[src/rtl/mz_router_stage_pkg.sv]
// Shared definitions for the MAZE router stage: port indices, fault codes,
// packet types, FSM states and packet field offsets.
package maze_pkg;

    localparam logic [2:0] DIR_N = 3'd0;
    localparam logic [2:0] DIR_W = 3'd1;
    localparam logic [2:0] DIR_S = 3'd2;
    localparam logic [2:0] DIR_E = 3'd3;
    localparam logic [2:0] DIR_B = 3'd4;

    typedef enum logic [3:0] {
        NORMAL  = 4'd0,
        N_OF_x  = 4'd1,
        NE_OF_x = 4'd2,
        E_OF_x  = 4'd3,
        SE_OF_x = 4'd4,
        S_OF_x  = 4'd5,
        SW_OF_x = 4'd6,
        W_OF_x  = 4'd7,
        NW_OF_x = 4'd8
    } fault_e;

    typedef enum logic [1:0] {
        PKT_UNI = 2'b00,
        PKT_XMC = 2'b01,
        PKT_YMC = 2'b10,
        PKT_BC  = 2'b11
    } pkt_type_e;

    typedef enum logic [1:0] {
        ST_IDLE,
        ST_ROUTE,
        ST_ISSUE
    } rstate_e;

    // Packet layout, LSB up: data, qos(1), tgt_x, tgt_y, src, type(2)
    function automatic int tgt_x_lsb(int dw);
        return dw + 1;
    endfunction

    function automatic int tgt_y_lsb(int cw, int dw);
        return dw + 1 + cw;
    endfunction

    function automatic int type_lsb(int cw, int dw);
        return dw + 1 + 4 * cw;
    endfunction

endpackage

[src/rtl/mz_router_stage_if.sv]
// Input link and allocator-facing signals of one router input port.
interface mz_router_stage_if #(
    parameter int PKT_W = 23
);
    logic             in_valid;
    logic             in_ready;
    logic [PKT_W-1:0] in_pkt;
    logic [2:0]       in_dir;
    logic [4:0]       route_req;
    logic [4:0]       out_gnt;
    logic [PKT_W-1:0] pkt_out;

    modport master (
        output in_valid, in_pkt, in_dir, out_gnt,
        input  in_ready, route_req, pkt_out
    );

    modport slave (
        input  in_valid, in_pkt, in_dir, out_gnt,
        output in_ready, route_req, pkt_out
    );
endinterface

[src/rtl/mz_router_stage_fifo.sv]
// Synchronous FIFO holding {arrival dir, packet}; pointers carry a wrap bit
// so full and empty are distinguished without a counter.
module mz_pkt_fifo #(
    parameter int W     = 26,
    parameter int DEPTH = 4
) (
    input  logic         clk,
    input  logic         rst,
    input  logic         push,
    input  logic         pop,
    input  logic [W-1:0] din,
    output logic [W-1:0] dout,
    output logic         full,
    output logic         empty
);
    localparam int AW = $clog2(DEPTH);

    logic [W-1:0] mem_q [DEPTH];
    logic [AW:0]  wr_q, wr_d, rd_q, rd_d;
    logic         do_push, do_pop;

    assign full    = (wr_q[AW] != rd_q[AW]) && (wr_q[AW-1:0] == rd_q[AW-1:0]);
    assign empty   = (wr_q == rd_q);
    assign do_push = push && !full;
    assign do_pop  = pop && !empty;
    assign dout    = mem_q[rd_q[AW-1:0]];

    always_comb begin
        wr_d = wr_q;
        rd_d = rd_q;
        if (do_push) wr_d = wr_q + {{AW{1'b0}}, 1'b1};
        if (do_pop)  rd_d = rd_q + {{AW{1'b0}}, 1'b1};
    end

    always_ff @(posedge clk or posedge rst) begin
        if (rst) begin
            wr_q <= '0;
            rd_q <= '0;
        end else begin
            wr_q <= wr_d;
            rd_q <= rd_d;
        end
    end

    always_ff @(posedge clk) begin
        if (do_push) mem_q[wr_q[AW-1:0]] <= din;
    end
endmodule

[src/rtl/mz_router_stage.sv]
// Fault-aware input router stage: FIFO, one-shot route computation per head
// packet, and a multi-hot request held until every destination is granted.
module mz_router_stage
    import maze_pkg::*;
#(
    parameter int MESH_X     = 8,
    parameter int MESH_Y     = 8,
    parameter int COORD_W    = 3,
    parameter int DATA_W     = 8,
    parameter int FIFO_DEPTH = 4,
    parameter int ERR_W      = 16
) (
    input  logic               clk,
    input  logic               rst,
    mz_router_stage_if.slave   bus,
    input  logic [COORD_W-1:0] local_x,
    input  logic [COORD_W-1:0] local_y,
    input  logic [3:0]         fault_register,
    output logic [ERR_W-1:0]   err_cnt
);
    localparam int PKT_W  = 3 + 4 * COORD_W + DATA_W;
    localparam int HW     = PKT_W + 3;
    localparam int TX_LSB = tgt_x_lsb(DATA_W);
    localparam int TY_LSB = tgt_y_lsb(COORD_W, DATA_W);
    localparam int TP_LSB = type_lsb(COORD_W, DATA_W);
    localparam logic [COORD_W-1:0] X_MAX = COORD_W'(MESH_X - 1);
    localparam logic [COORD_W-1:0] Y_MAX = COORD_W'(MESH_Y - 1);

    // Returns {dead_end, mask[B,E,S,W,N]}
    function automatic logic [5:0] route_fn(
        input logic [1:0]         t,
        input logic [COORD_W-1:0] tx, ty, lx, ly,
        input logic [2:0]         d,
        input logic [3:0]         f
    );
        logic [4:0] m;
        logic       dead;
        logic       e_blk, w_blk, n_blk, s_blk;
        m     = '0;
        dead  = 1'b0;
        e_blk = f inside {E_OF_x, NE_OF_x, SE_OF_x};
        w_blk = f inside {W_OF_x, NW_OF_x, SW_OF_x};
        n_blk = f inside {N_OF_x, NW_OF_x, NE_OF_x};
        s_blk = f inside {S_OF_x, SW_OF_x, SE_OF_x};
        case (pkt_type_e'(t))
            PKT_UNI: begin
                if (tx == lx && ty == ly)         m[DIR_B] = 1'b1;
                else if (tx != lx) begin
                    if (tx > lx && !e_blk)        m[DIR_E] = 1'b1;
                    else if (tx < lx && !w_blk)   m[DIR_W] = 1'b1;
                    else if (ty > ly && ly != Y_MAX) m[DIR_N] = 1'b1;
                    else if (ly != '0)            m[DIR_S] = 1'b1;
                end else begin
                    if (ty > ly && !n_blk)        m[DIR_N] = 1'b1;
                    else if (ty < ly && !s_blk)   m[DIR_S] = 1'b1;
                    else if (lx != X_MAX)         m[DIR_E] = 1'b1;
                    else if (lx != '0)            m[DIR_W] = 1'b1;
                end
            end
            PKT_XMC: begin
                if (tx != lx) begin
                    if (tx > lx) m[DIR_E] = 1'b1;
                    else         m[DIR_W] = 1'b1;
                end else begin
                    m[DIR_B] = 1'b1;
                    m[DIR_N] = (d != DIR_N);
                    m[DIR_S] = (d != DIR_S);
                end
            end
            PKT_YMC: begin
                if (ty != ly) begin
                    if (ty > ly) m[DIR_N] = 1'b1;
                    else         m[DIR_S] = 1'b1;
                end else begin
                    m[DIR_B] = 1'b1;
                    m[DIR_E] = (d != DIR_E);
                    m[DIR_W] = (d != DIR_W);
                end
            end
            default: begin
                m[DIR_B] = 1'b1;
                case (d)
                    DIR_B:   m[3:0] = 4'b1111;
                    DIR_W:   begin m[DIR_E] = 1'b1; m[DIR_N] = 1'b1; m[DIR_S] = 1'b1; end
                    DIR_E:   begin m[DIR_W] = 1'b1; m[DIR_N] = 1'b1; m[DIR_S] = 1'b1; end
                    DIR_S:   m[DIR_N] = 1'b1;
                    DIR_N:   m[DIR_S] = 1'b1;
                    default: ;
                endcase
            end
        endcase
        // Never request a port that leaves the mesh
        if (lx == '0)    m[DIR_W] = 1'b0;
        if (lx == X_MAX) m[DIR_E] = 1'b0;
        if (ly == '0)    m[DIR_S] = 1'b0;
        if (ly == Y_MAX) m[DIR_N] = 1'b0;
        if (pkt_type_e'(t) == PKT_UNI && m == '0) begin
            m[DIR_B] = 1'b1;
            dead     = 1'b1;
        end
        return {dead, m};
    endfunction

    rstate_e          state_q, state_d;
    logic [HW-1:0]    hold_q, hold_d, fifo_dout;
    logic [4:0]       req_q, req_d;
    logic [ERR_W-1:0] err_q, err_d;
    logic             fifo_full, fifo_empty, push, pop;
    logic [5:0]       rt;

    assign bus.in_ready  = !fifo_full && !rst;
    assign push          = bus.in_valid && bus.in_ready;
    assign bus.route_req = req_q;
    assign bus.pkt_out   = hold_q[PKT_W-1:0];
    assign err_cnt       = err_q;

    mz_pkt_fifo #(.W(HW), .DEPTH(FIFO_DEPTH)) u_fifo (
        .clk   (clk),
        .rst   (rst),
        .push  (push),
        .pop   (pop),
        .din   ({bus.in_dir, bus.in_pkt}),
        .dout  (fifo_dout),
        .full  (fifo_full),
        .empty (fifo_empty)
    );

    assign rt = route_fn(hold_q[TP_LSB +: 2], hold_q[TX_LSB +: COORD_W],
                         hold_q[TY_LSB +: COORD_W], local_x, local_y,
                         hold_q[PKT_W +: 3], fault_register);

    always_comb begin
        state_d = state_q;
        hold_d  = hold_q;
        req_d   = req_q;
        err_d   = err_q;
        pop     = 1'b0;
        case (state_q)
            ST_IDLE: begin
                if (!fifo_empty) begin
                    pop     = 1'b1;
                    hold_d  = fifo_dout;
                    state_d = ST_ROUTE;
                end
            end
            ST_ROUTE: begin
                req_d = rt[4:0];
                if (rt[5] && err_q != '1) err_d = err_q + 1'b1;
                state_d = ST_ISSUE;
            end
            ST_ISSUE: begin
                req_d = req_q & ~bus.out_gnt;
                if (req_d == '0) begin
                    if (!fifo_empty) begin
                        pop     = 1'b1;
                        hold_d  = fifo_dout;
                        state_d = ST_ROUTE;
                    end else begin
                        state_d = ST_IDLE;
                    end
                end
            end
            default: state_d = ST_IDLE;
        endcase
    end

    always_ff @(posedge clk or posedge rst) begin
        if (rst) begin
            state_q <= ST_IDLE;
            hold_q  <= '0;
            req_q   <= '0;
            err_q   <= '0;
        end else begin
            state_q <= state_d;
            hold_q  <= hold_d;
            req_q   <= req_d;
            err_q   <= err_d;
        end
    end
endmodule
[src/flat_wrapper.sv]
// flat-port wrapper written by rule: the top's interface ports become plain ports
module mz_router_stage_flat import maze_pkg::*;
#(
    parameter int MESH_X     = 8,
    parameter int MESH_Y     = 8,
    parameter int COORD_W    = 3,
    parameter int DATA_W     = 8,
    parameter int FIFO_DEPTH = 4,
    parameter int ERR_W      = 16
)
  (clk, rst, local_x, local_y, fault_register, err_cnt, bus_in_valid, bus_in_pkt, bus_in_dir, bus_out_gnt, bus_in_ready, bus_route_req, bus_pkt_out);
  mz_router_stage_if bus_i ();
  input  logic clk;
  input  logic rst;
  input  logic [COORD_W-1:0] local_x;
  input  logic [COORD_W-1:0] local_y;
  input  logic [3:0] fault_register;
  output logic [ERR_W-1:0] err_cnt;
  input wire logic [$bits(bus_i.in_valid)-1:0] bus_in_valid;
  input wire logic [$bits(bus_i.in_pkt)-1:0] bus_in_pkt;
  input wire logic [$bits(bus_i.in_dir)-1:0] bus_in_dir;
  input wire logic [$bits(bus_i.out_gnt)-1:0] bus_out_gnt;
  output wire logic [$bits(bus_i.in_ready)-1:0] bus_in_ready;
  output wire logic [$bits(bus_i.route_req)-1:0] bus_route_req;
  output wire logic [$bits(bus_i.pkt_out)-1:0] bus_pkt_out;
  assign bus_i.in_valid = bus_in_valid;
  assign bus_i.in_pkt = bus_in_pkt;
  assign bus_i.in_dir = bus_in_dir;
  assign bus_i.out_gnt = bus_out_gnt;
  assign bus_in_ready = bus_i.in_ready;
  assign bus_route_req = bus_i.route_req;
  assign bus_pkt_out = bus_i.pkt_out;
  mz_router_stage #(.MESH_X(MESH_X), .MESH_Y(MESH_Y), .COORD_W(COORD_W), .DATA_W(DATA_W), .FIFO_DEPTH(FIFO_DEPTH), .ERR_W(ERR_W)) u_core (.clk(clk), .rst(rst), .bus(bus_i), .local_x(local_x), .local_y(local_y), .fault_register(fault_register), .err_cnt(err_cnt));
endmodule
[config.mk]
export PLATFORM = sky130hd
export DESIGN_NAME = mz_router_stage_flat
export DESIGN_NICKNAME = d
export VERILOG_FILES = /design/src/rtl/mz_router_stage_pkg.sv /design/src/rtl/mz_router_stage_if.sv /design/src/rtl/mz_router_stage_fifo.sv /design/src/rtl/mz_router_stage.sv /design/src/flat_wrapper.sv
export SDC_FILE = /design/constraint.sdc
export NUM_CORES = 1
export LEC_CHECK = 0
export ABC_AREA = 1
export BUFFER_PORTS_ARGS = -buffer_cell sky130_fd_sc_hd__buf_4
export CORE_MARGIN = 3
export CORE_UTILIZATION = 58
export DETAILED_ROUTE_END_ITERATION = 8
export PLACE_DENSITY = 0.88
export REMOVE_ABC_BUFFERS = 1
export SLEW_MARGIN = 20
export SYNTH_ARGS = -nofsm -noshare
export SYNTH_HDL_FRONTEND = slang
export SYNTH_HIERARCHICAL = 1
export SYNTH_SLANG_ARGS = --single-unit
[constraint.sdc]
create_clock -name clk -period 3.4 [get_ports clk]
set_input_delay 0.17 -clock clk [delete_from_list [all_inputs] [get_ports clk]]
set_output_delay 0.17 -clock clk [all_outputs]
set_load 0.02 [all_outputs]
==> qor.yml, run 1 <==
logic_synthesis:
  yosysMostFrequentCell: "nand2_1"
  synth_edf_count: 104
  synth_cell_types: 39
  postSynthCellCount: 724
  synth_area_um2: 7550
  synth_ff_type: "edfxtp_1"
  ys_ff_latch: 159
  synth.area.top_cells: "edfxtp_1 (41%), dfrtp_1 (18%), nand2_1 (6.0%)"
  synthDominantCellAreaShare_pct: 41.4
  yosysTopAreaCell: "edfxtp_1"
  async_reset_ff_share_pct: 34.6
  netlist_top_cells_count: "nand2_1 (121), edfxtp_1 (104), nor2_1 (93)"
  avgSynthCellArea_um2: 10.4
  yosys_warnings: 6
  yosysSeqAreaShare_pct: 59.6
grt:
  grt_util_all_layers_pct: 24.1
  grt_max_degree: 56
  grt_overflow_total: 0
  grt_pass1_wl_um: 27000
  antenna_found_initial: 0
  first_global_vias: 5517
final_layout:
  drive_above_1_share_pct: 21.3
  nets: 879
  area_delta_synth_final_pct: 20.6
  diodes: 0
pwr:
  peakVddDrop_v: 0.000592
  finalPower_mw: 8.00
  p_leak_nw: 3.86
  p_per_area_nw_per_um2: 879
worst_setup_path:
  reg2reg_from: "u_core/u_fifo/rd_q[1]"
  cp.required_ns: 3.53
  cp_slowest_cell: "dfrtp_1"
  ff2ff_path_depth: 10
  worstPathMaxFanout: 15
  critPathLaunchType: "flop"
  critical_path_arrival_ns: 2.78
  path_class: "reg -> reg"
  critical_path.max_stage_delay_ns: 0.64
  r2r_slack_ns: 0.75
  crit_buf_inv: 4
  path_cells: "inv_1, nand2_1, nand2_2, nand3_4, inv_1, nor3b_1, buf_4, nand2_4, nor2_2, buf_4"
  r2r-end: "u_core/u_fifo/mem_q[0][15]"
  cp_top_family: "simple AND/OR/NAND/NOR gates"
  setup.worst_path.end_class: "flop"
die:
  die_w_um: 120
  die-area_um2: 14400
  ios: 89
  die_h_um: 120
  core_um2: 12700
  num_rows: 41
  start_util_pct: 59.6
clock_network:
  cts_root_buf: "clkbuf_16"
  cts.sinks: 159
  cts-resized-gates: 0
  cts_tree: "built"
  cts.path.max_buffers: 2
  numCtsBuffers: 17
  clk_pin_slew_ns: 0.07
  insertion_delay_ns: 0.43
  htreeDepth: 4
placed_design:
  port_buffers: 88
  globalplace.congestion: 0.894
  hpwlAfterDp_um: 10300
run:
  maxCapViolations: 0
route:
  final_antenna_net_count: 0
  drc: 0
  vias: 5588
  drtPass1Iterations: 5
  viasPerCell: 5.57
  drt_first_iter_violations: 475
  wl_um: 16600
  wl_per_cell_um: 16.5
timing:
  worst_slew_pin_slew_ns: 0.886
  setup_viol: 0
  finClkSkew_ns: 0.0110
  finalHoldViolCount: 0
  tns_ns: 0
  fin_crit_sh_pct: 78.0
  slew_viol_final: 0
  rsz0062_at_grt: "no"
  clock.fmax_mhz: 377
  hold_ws_ns: 0.133
  fin_crit_ns: 2.65
  slew-limit-headroom_pct: 40.9
status:
  outcome: "finished clean"
min_path:
  whs_path_depth: 4
  min_path_type: "in -> reg"
  hp-start: "bus_out_gnt[2]"
  hold_path_end: "u_core/bus.route_req[2]"
-- flip-flops by register name, summed over array words and instances (netlist names) --
signal and cells:
u_core/u_fifo/wr_q 3, u_core/u_fifo/rd_q 3, u_core/u_fifo/mem_q 104, u_core/hold_q 26, u_core/bus.route_req 5, u_core/err_cnt 16, u_core/state_q 2
-- metrics by stage --
| stage | cells | util, % | instance area (µm²) | worst slack [ns] |
|---|---|---|---|---|
| floorplan | 675 | - | 7240 | -0.187 |
| global placement | 945 | 64.9 | 8220 | 0.923 |
| detailed placement | 945 | 64.9 | 8220 | 0.808 |
| CTS | 1004 | 71.8 | 9100 | 0.711 |
| global route | 1004 | 71.8 | 9100 | 0.553 |
| finish | 1004 | 71.8 | 9100 | 0.749 |
-- how the worst max path moves through the flow --
stage / startpoint / to / cells after the start / slack, ns
finish: u_core/u_fifo/rd_q[1] / u_core/u_fifo/mem_q[0][15] / 10 / 0.75
global route: u_core/u_fifo/rd_q[1] / u_core/u_fifo/mem_q[0][7] / 10 / 0.55
CTS: u_core/u_fifo/rd_q[1] / u_core/u_fifo/mem_q[0][17] / 10 / 0.71
detailed placement: u_core/u_fifo/rd_q[1] / u_core/u_fifo/mem_q[0][17] / 10 / 0.81
global placement: u_core/u_fifo/rd_q[1] / u_core/u_fifo/mem_q[0][3] / 10 / 0.92
floorplan: u_core/u_fifo/rd_q[0] / u_core/u_fifo/mem_q[1][0] / 6 / -0.19
-- cells by family after synthesis --
kind of cell               share of synthesized area [%]
and+or+nand+nor                                     17.3
DFF                                                 59.6
adders and majority gates                           2.65
xor gates and xnor gates                            2.10
buffers and inverters                               7.18
AOI/OAI and AO/OA                                   8.30
muxes                                               2.83
-- report_power, final --
part	internal, mW	switching (mW)	total [mW]
clock	1.17	0.784	1.95
combinational	1.25	2.04	3.29
sequential	2.49	0.262	2.75
-- cell type report --
type	instances	area (µm²)
Sequential cell	159	4500
Fill cell	867	3570
Multi-Input combinational cell	457	2520
Timing Repair Buffer	125	1030
Clock buffer	18	429
Inverter	59	229
Tap cell	172	215
Clock inverter	14	180
-- per-layer routing --
layer  track usage [%]  part of all wire, %  vias up
met3              6.22                  7.8       25
met2              40.8                   51      232
met4              10.0                  1.8        0
met1              29.3                   39     2668
met5                 0                    0        -
li1                  -                    -     2663
-- worst min-delay path, cell delays in order --
cell     delay, ns
buf_4         0.08
nor2_1        0.05
o21ai_0       0.13
o22ai_1       0.08
-- layout by cell type, fill, tap and decap left out, types with 3 or more instances in the layout --
cell type / count
xnor2_1: 7
buf_4: 96
dfrtp_1: 54
mux2_2: 19
o21ai_0: 63
or2_2: 4
dlygate4sd3_1: 27
nor2_1: 90
inv_1: 55
nand4_1: 18
a21oi_1: 16
nand3_1: 29
inv_6: 4
nor2_2: 5
ha_1: 16
o21ai_1: 4
o22ai_1: 28
nor3_1: 6
nand3_4: 3
nand2_1: 121
clkbuf_16: 17
edfxtp_1: 104
clkinv_2: 4
xor2_1: 8
clkinv_4: 4
bufinv_16: 3
nand2_2: 5
-- repair_timing --
action,4_1_cts,5_1_grt
setup buffers,0,0
hold buffers,27,0
setup endpoints to repair,0,0
hold endpoints to repair,110,0
Power figures use the tool's default switching activity.
==> run 2, diff against run 1 <==
Settings changed: ABC_AREA 1 to 0, PLACE_DENSITY 0.88 to 0.89.
Clock period 3.4 ns to 2.5 ns, I/O delays scaled along.
==> qor.yml, run 2 <==
worst_setup_path:
  crit_buf_inv: 2  # was 4
  setup.worst_path.end_class: "flop"  # unchanged
  r2r_slack_ns: 0.04  # was 0.75 ns
  worstPathMaxFanout: 6  # was 15
  critical_path.max_stage_delay_ns: 0.43  # was 0.64 ns
  r2r-end: "u_core/err_cnt[1]"  # was u_core/u_fifo/mem_q[0][15]
  cp_slowest_cell: "dfrtp_1"  # unchanged
  path_cells: "ha_4, and3_2, nor4b_1, a211oi_2, buf_4, nor2_2, nor3_4, buf_6, nand3_2, mux2_1"  # was inv_1, nand2_1, nand2_2, nand3_4, inv_1, nor3b_1, buf_4, nand2_4, nor2_2, buf_4
  cp.required_ns: 2.80  # was 3.53 ns
  critPathLaunchType: "flop"  # unchanged
  ff2ff_path_depth: 10  # unchanged
  path_class: "reg -> reg"  # unchanged
  cp_top_family: "simple AND/OR/NAND/NOR gates"  # unchanged
  reg2reg_from: "u_core/hold_q[10]"  # was u_core/u_fifo/rd_q[1]
  cp.depth: 10  # unchanged
  critical_path_arrival_ns: 2.76  # was 2.78 ns
status:
  outcome: "finished clean"  # unchanged
final_layout:
  diodes: 0  # unchanged
  fill_cells: 716  # was 867
  largest_register_ffs: 104  # unchanged
  mostFrequentLayoutCells: "buf_4 (114), edfxtp_1 (104), dfrtp_1 (54)"  # was nand2_1 (121), edfxtp_1 (104), buf_4 (96)
  design_area_um2: 9270  # was 9100 µm²
  drive_above_1_share_pct: 35.3  # was 21.3%
  final_common_cell: "buf_4"  # was nand2_1
  final_cells: 820  # was 1004
  final_util_pct: 75.9  # was 71.8%
  nets: 699  # was 879
  area_delta_synth_final_pct: 25.8  # was 20.6%
clock_network:
  clk_pin_slew_ns: 0.07  # about the same
  insertion_delay_ns: 0.43  # about the same
  cts.sinks: 159  # unchanged
  cts_root_buf: "clkbuf_16"  # unchanged
  cts.path.max_buffers: 2  # unchanged
  cts_tree: "built"  # unchanged
  htreeDepth: 4  # unchanged
  numCtsBuffers: 17  # unchanged
timing:
  finClkSkew_ns: 0.00898  # was 0.0110 ns
  finalHoldViolCount: 0  # unchanged
  tns_ns: 0  # unchanged
  slew-limit-headroom_pct: 61.3  # was 40.9%
  fin_crit_ns: 2.46  # was 2.65 ns
  layout_setup_ws_ns: 0.0435  # was 0.749 ns
  slew_viol_final: 0  # unchanged
  worst_slew_pin_slew_ns: 0.567  # was 0.886 ns
  fin_crit_sh_pct: 98.3  # was 78.0%
  setup_viol: 0  # unchanged
  clock.fmax_mhz: 407  # was 377 MHz
  hold_ws_ns: 0.0462  # was 0.133 ns
placed_design:
  dpl.cell_count: 754  # was 945
  port_buffers: 88  # unchanged
  place_area_um2: 8210  # was 8220 µm²
  globalplace.congestion: 0.904  # was 0.894
  place_ws_ns: -0.0966  # was 0.808 ns
  hpwlAfterDp_um: 10700  # was 10300 µm
route:
  viasPerCell: 5.94  # was 5.57
  drt_first_iter_violations: 540  # was 475
  final_antenna_net_count: 0  # unchanged
  wl_per_cell_um: 20.5  # was 16.5 µm
  wl_um: 16800  # was 16600 µm
  drtPass1Iterations: 5  # unchanged
  vias: 4873  # was 5588
  drc: 0  # unchanged
pwr:
  seq_power_share_pct: 33.0  # was 34.4%
  p_per_area_nw_per_um2: 1250  # was 879 nW/µm²
  p_sw_share_pct: 36.5  # was 38.6%
  comb_power_share_pct: 44.3  # was 41.1%
  power.switching_mw: 4.24  # was 3.09 mW
  p_leak_nw: 3.62  # was 3.86 nW
  intPower_mw: 7.37  # was 4.91 mW
  p_clk_share_pct: 22.6  # was 24.4%
  peakVddDrop_v: 0.000769  # was 0.000592 V
  finalPower_mw: 11.6  # was 8.00 mW
grt:
  grt_pass1_wl_um: 26300  # was 27000 µm
  grt_util_all_layers_pct: 24.5  # was 24.1%
  grt_overflow_total: 0  # unchanged
  grt_max_degree: 31  # was 56
  first_global_vias: 4977  # was 5517
  antenna_found_initial: 0  # unchanged
min_path:
  min_path_type: "in -> reg"  # unchanged
  whs_path_depth: 4  # unchanged
  hp-start: "bus_out_gnt[4]"  # was bus_out_gnt[2]
  hold_path_end: "u_core/bus.route_req[4]"  # was u_core/bus.route_req[2]
logic_synthesis:
  synthDominantCellAreaShare_pct: 42.4  # was 41.4%
  synth.area.top_cells: "edfxtp_1 (42%), dfrtp_1 (19%), mux4_2 (7.3%)"  # was edfxtp_1 (41%), dfrtp_1 (18%), nand2_1 (6.0%)
  yosysMostFrequentCell: "edfxtp_1"  # was nand2_1
  synth_ff_type: "edfxtp_1"  # unchanged
  ys_ff_latch: 159  # unchanged
  netlist_top_cells_count: "edfxtp_1 (104), dfrtp_1 (55), inv_1 (28)"  # was nand2_1 (121), edfxtp_1 (104), nor2_1 (93)
  yosys_warnings: 6  # unchanged
  synth_edf_count: 104  # unchanged
  avgSynthCellArea_um2: 14.4  # was 10.4 µm²
  postSynthCellCount: 512  # was 724
  synth_area_um2: 7360  # was 7550 µm²
  async_reset_ff_share_pct: 34.6  # unchanged
  yosysSeqAreaShare_pct: 61.1  # was 59.6%
  synth_cell_types: 58  # was 39
  yosysTopAreaCell: "edfxtp_1"  # unchanged
run:
  maxCapViolations: 0  # unchanged
die:
  num_rows: 40  # was 41
  die_h_um: 119  # was 120 µm
  die_w_um: 119  # was 120 µm
  die-area_um2: 14100  # was 14400 µm²
  start_util_pct: 60.3  # was 59.6%
  core_um2: 12200  # was 12700 µm²
  ios: 89  # unchanged
==> run 2: cell types whose count changed in the layout (fill, tap and decap cells not counted), moves of 14 or more <==
cell / previous run / this run
inv_1: 55 / 26
buf_4: 96 / 114
o22ai_1: 28 / 4
nor2_1: 90 / 11
mux4_2: 0 / 24
o21ai_0: 63 / 17
nand2_1: 121 / 26
nand3_1: 29 / 15
==> run 2: logic make-up after synthesis <==
group | count (synthesis) | synth area share, %
AOI/OAI and AO/OA | 81 | 7.33
and+or+nand+nor | 108 | 7.92
xor gates and xnor gates | 25 | 3.28
buffers and inverters | 70 | 5.51
muxes | 53 | 12.1
adders and majority gates | 16 | 2.72
DFF | 159 | 61.1
==> run 2: final cells by class <==
type / count / area, µm² / area share [%]
clock inverters: 13 / 151 / 1.63
multi-input cells: 283 / 2590 / 28.0
clock buffers: 19 / 453 / 4.89
repair buffers: 150 / 1250 / 13.5
flip-flops and latches: 159 / 4500 / 48.6
well taps: 168 / 210 / 2.27
inverters: 28 / 105 / 1.13
==> run 2: power groups by stage <==
stage	logic [mW]	clock network, mW	registers, mW
after global routing	5.52	2.81	3.89
final	5.15	2.63	3.84
after floorplan	2.57	0	4.20
after CTS	4.82	2.65	3.81
after detailed placement	4.66	0	3.85
after global placement	4.50	0	3.79
==> run 2: worst max-delay path by stage <==
stage	startpoint	to	slack [ns]
after floorplan	u_core/u_fifo/rd_q[0]	u_core/u_fifo/mem_q[3][0]	-1.22
after global placement	u_core/hold_q[11]	u_core/err_cnt[10]	0.03
after detailed placement	u_core/hold_q[11]	u_core/err_cnt[8]	-0.1
after CTS	u_core/hold_q[11]	u_core/err_cnt[1]	-0.006
after global routing	u_core/hold_q[13]	u_core/err_cnt[10]	-0.03
final	u_core/hold_q[10]	u_core/err_cnt[1]	0.04
==> run 2: what timing repair did <==
action                                 CTS  global route
pin swaps                                1            13
setup endpoints to repair               12            17
endpoints found under the hold margin  136             0
setup buffers                            1             4
resized for setup                        3            23
gates cloned                             0             1
hold buffers                            28             0
==> run 2: routing by layer <==
| metal | share of wire (%) | global-route usage, % | vias up |
|---|---|---|---|
| met2 | 52 | 40.9 | 241 |
| li1 | - | - | 2161 |
| met1 | 39 | 31.1 | 2444 |
| met3 | 7.3 | 6.12 | 27 |
| met4 | 1.9 | 9.20 | 0 |
| met5 | 0 | 0 | - |
==> run 2: worst min-delay path, delay by kind of cell <==
kind | cells | cell delay [ns]
buf+inv | 1 | 0.08
compound gates | 1 | 0.08
simple gates | 2 | 0.14
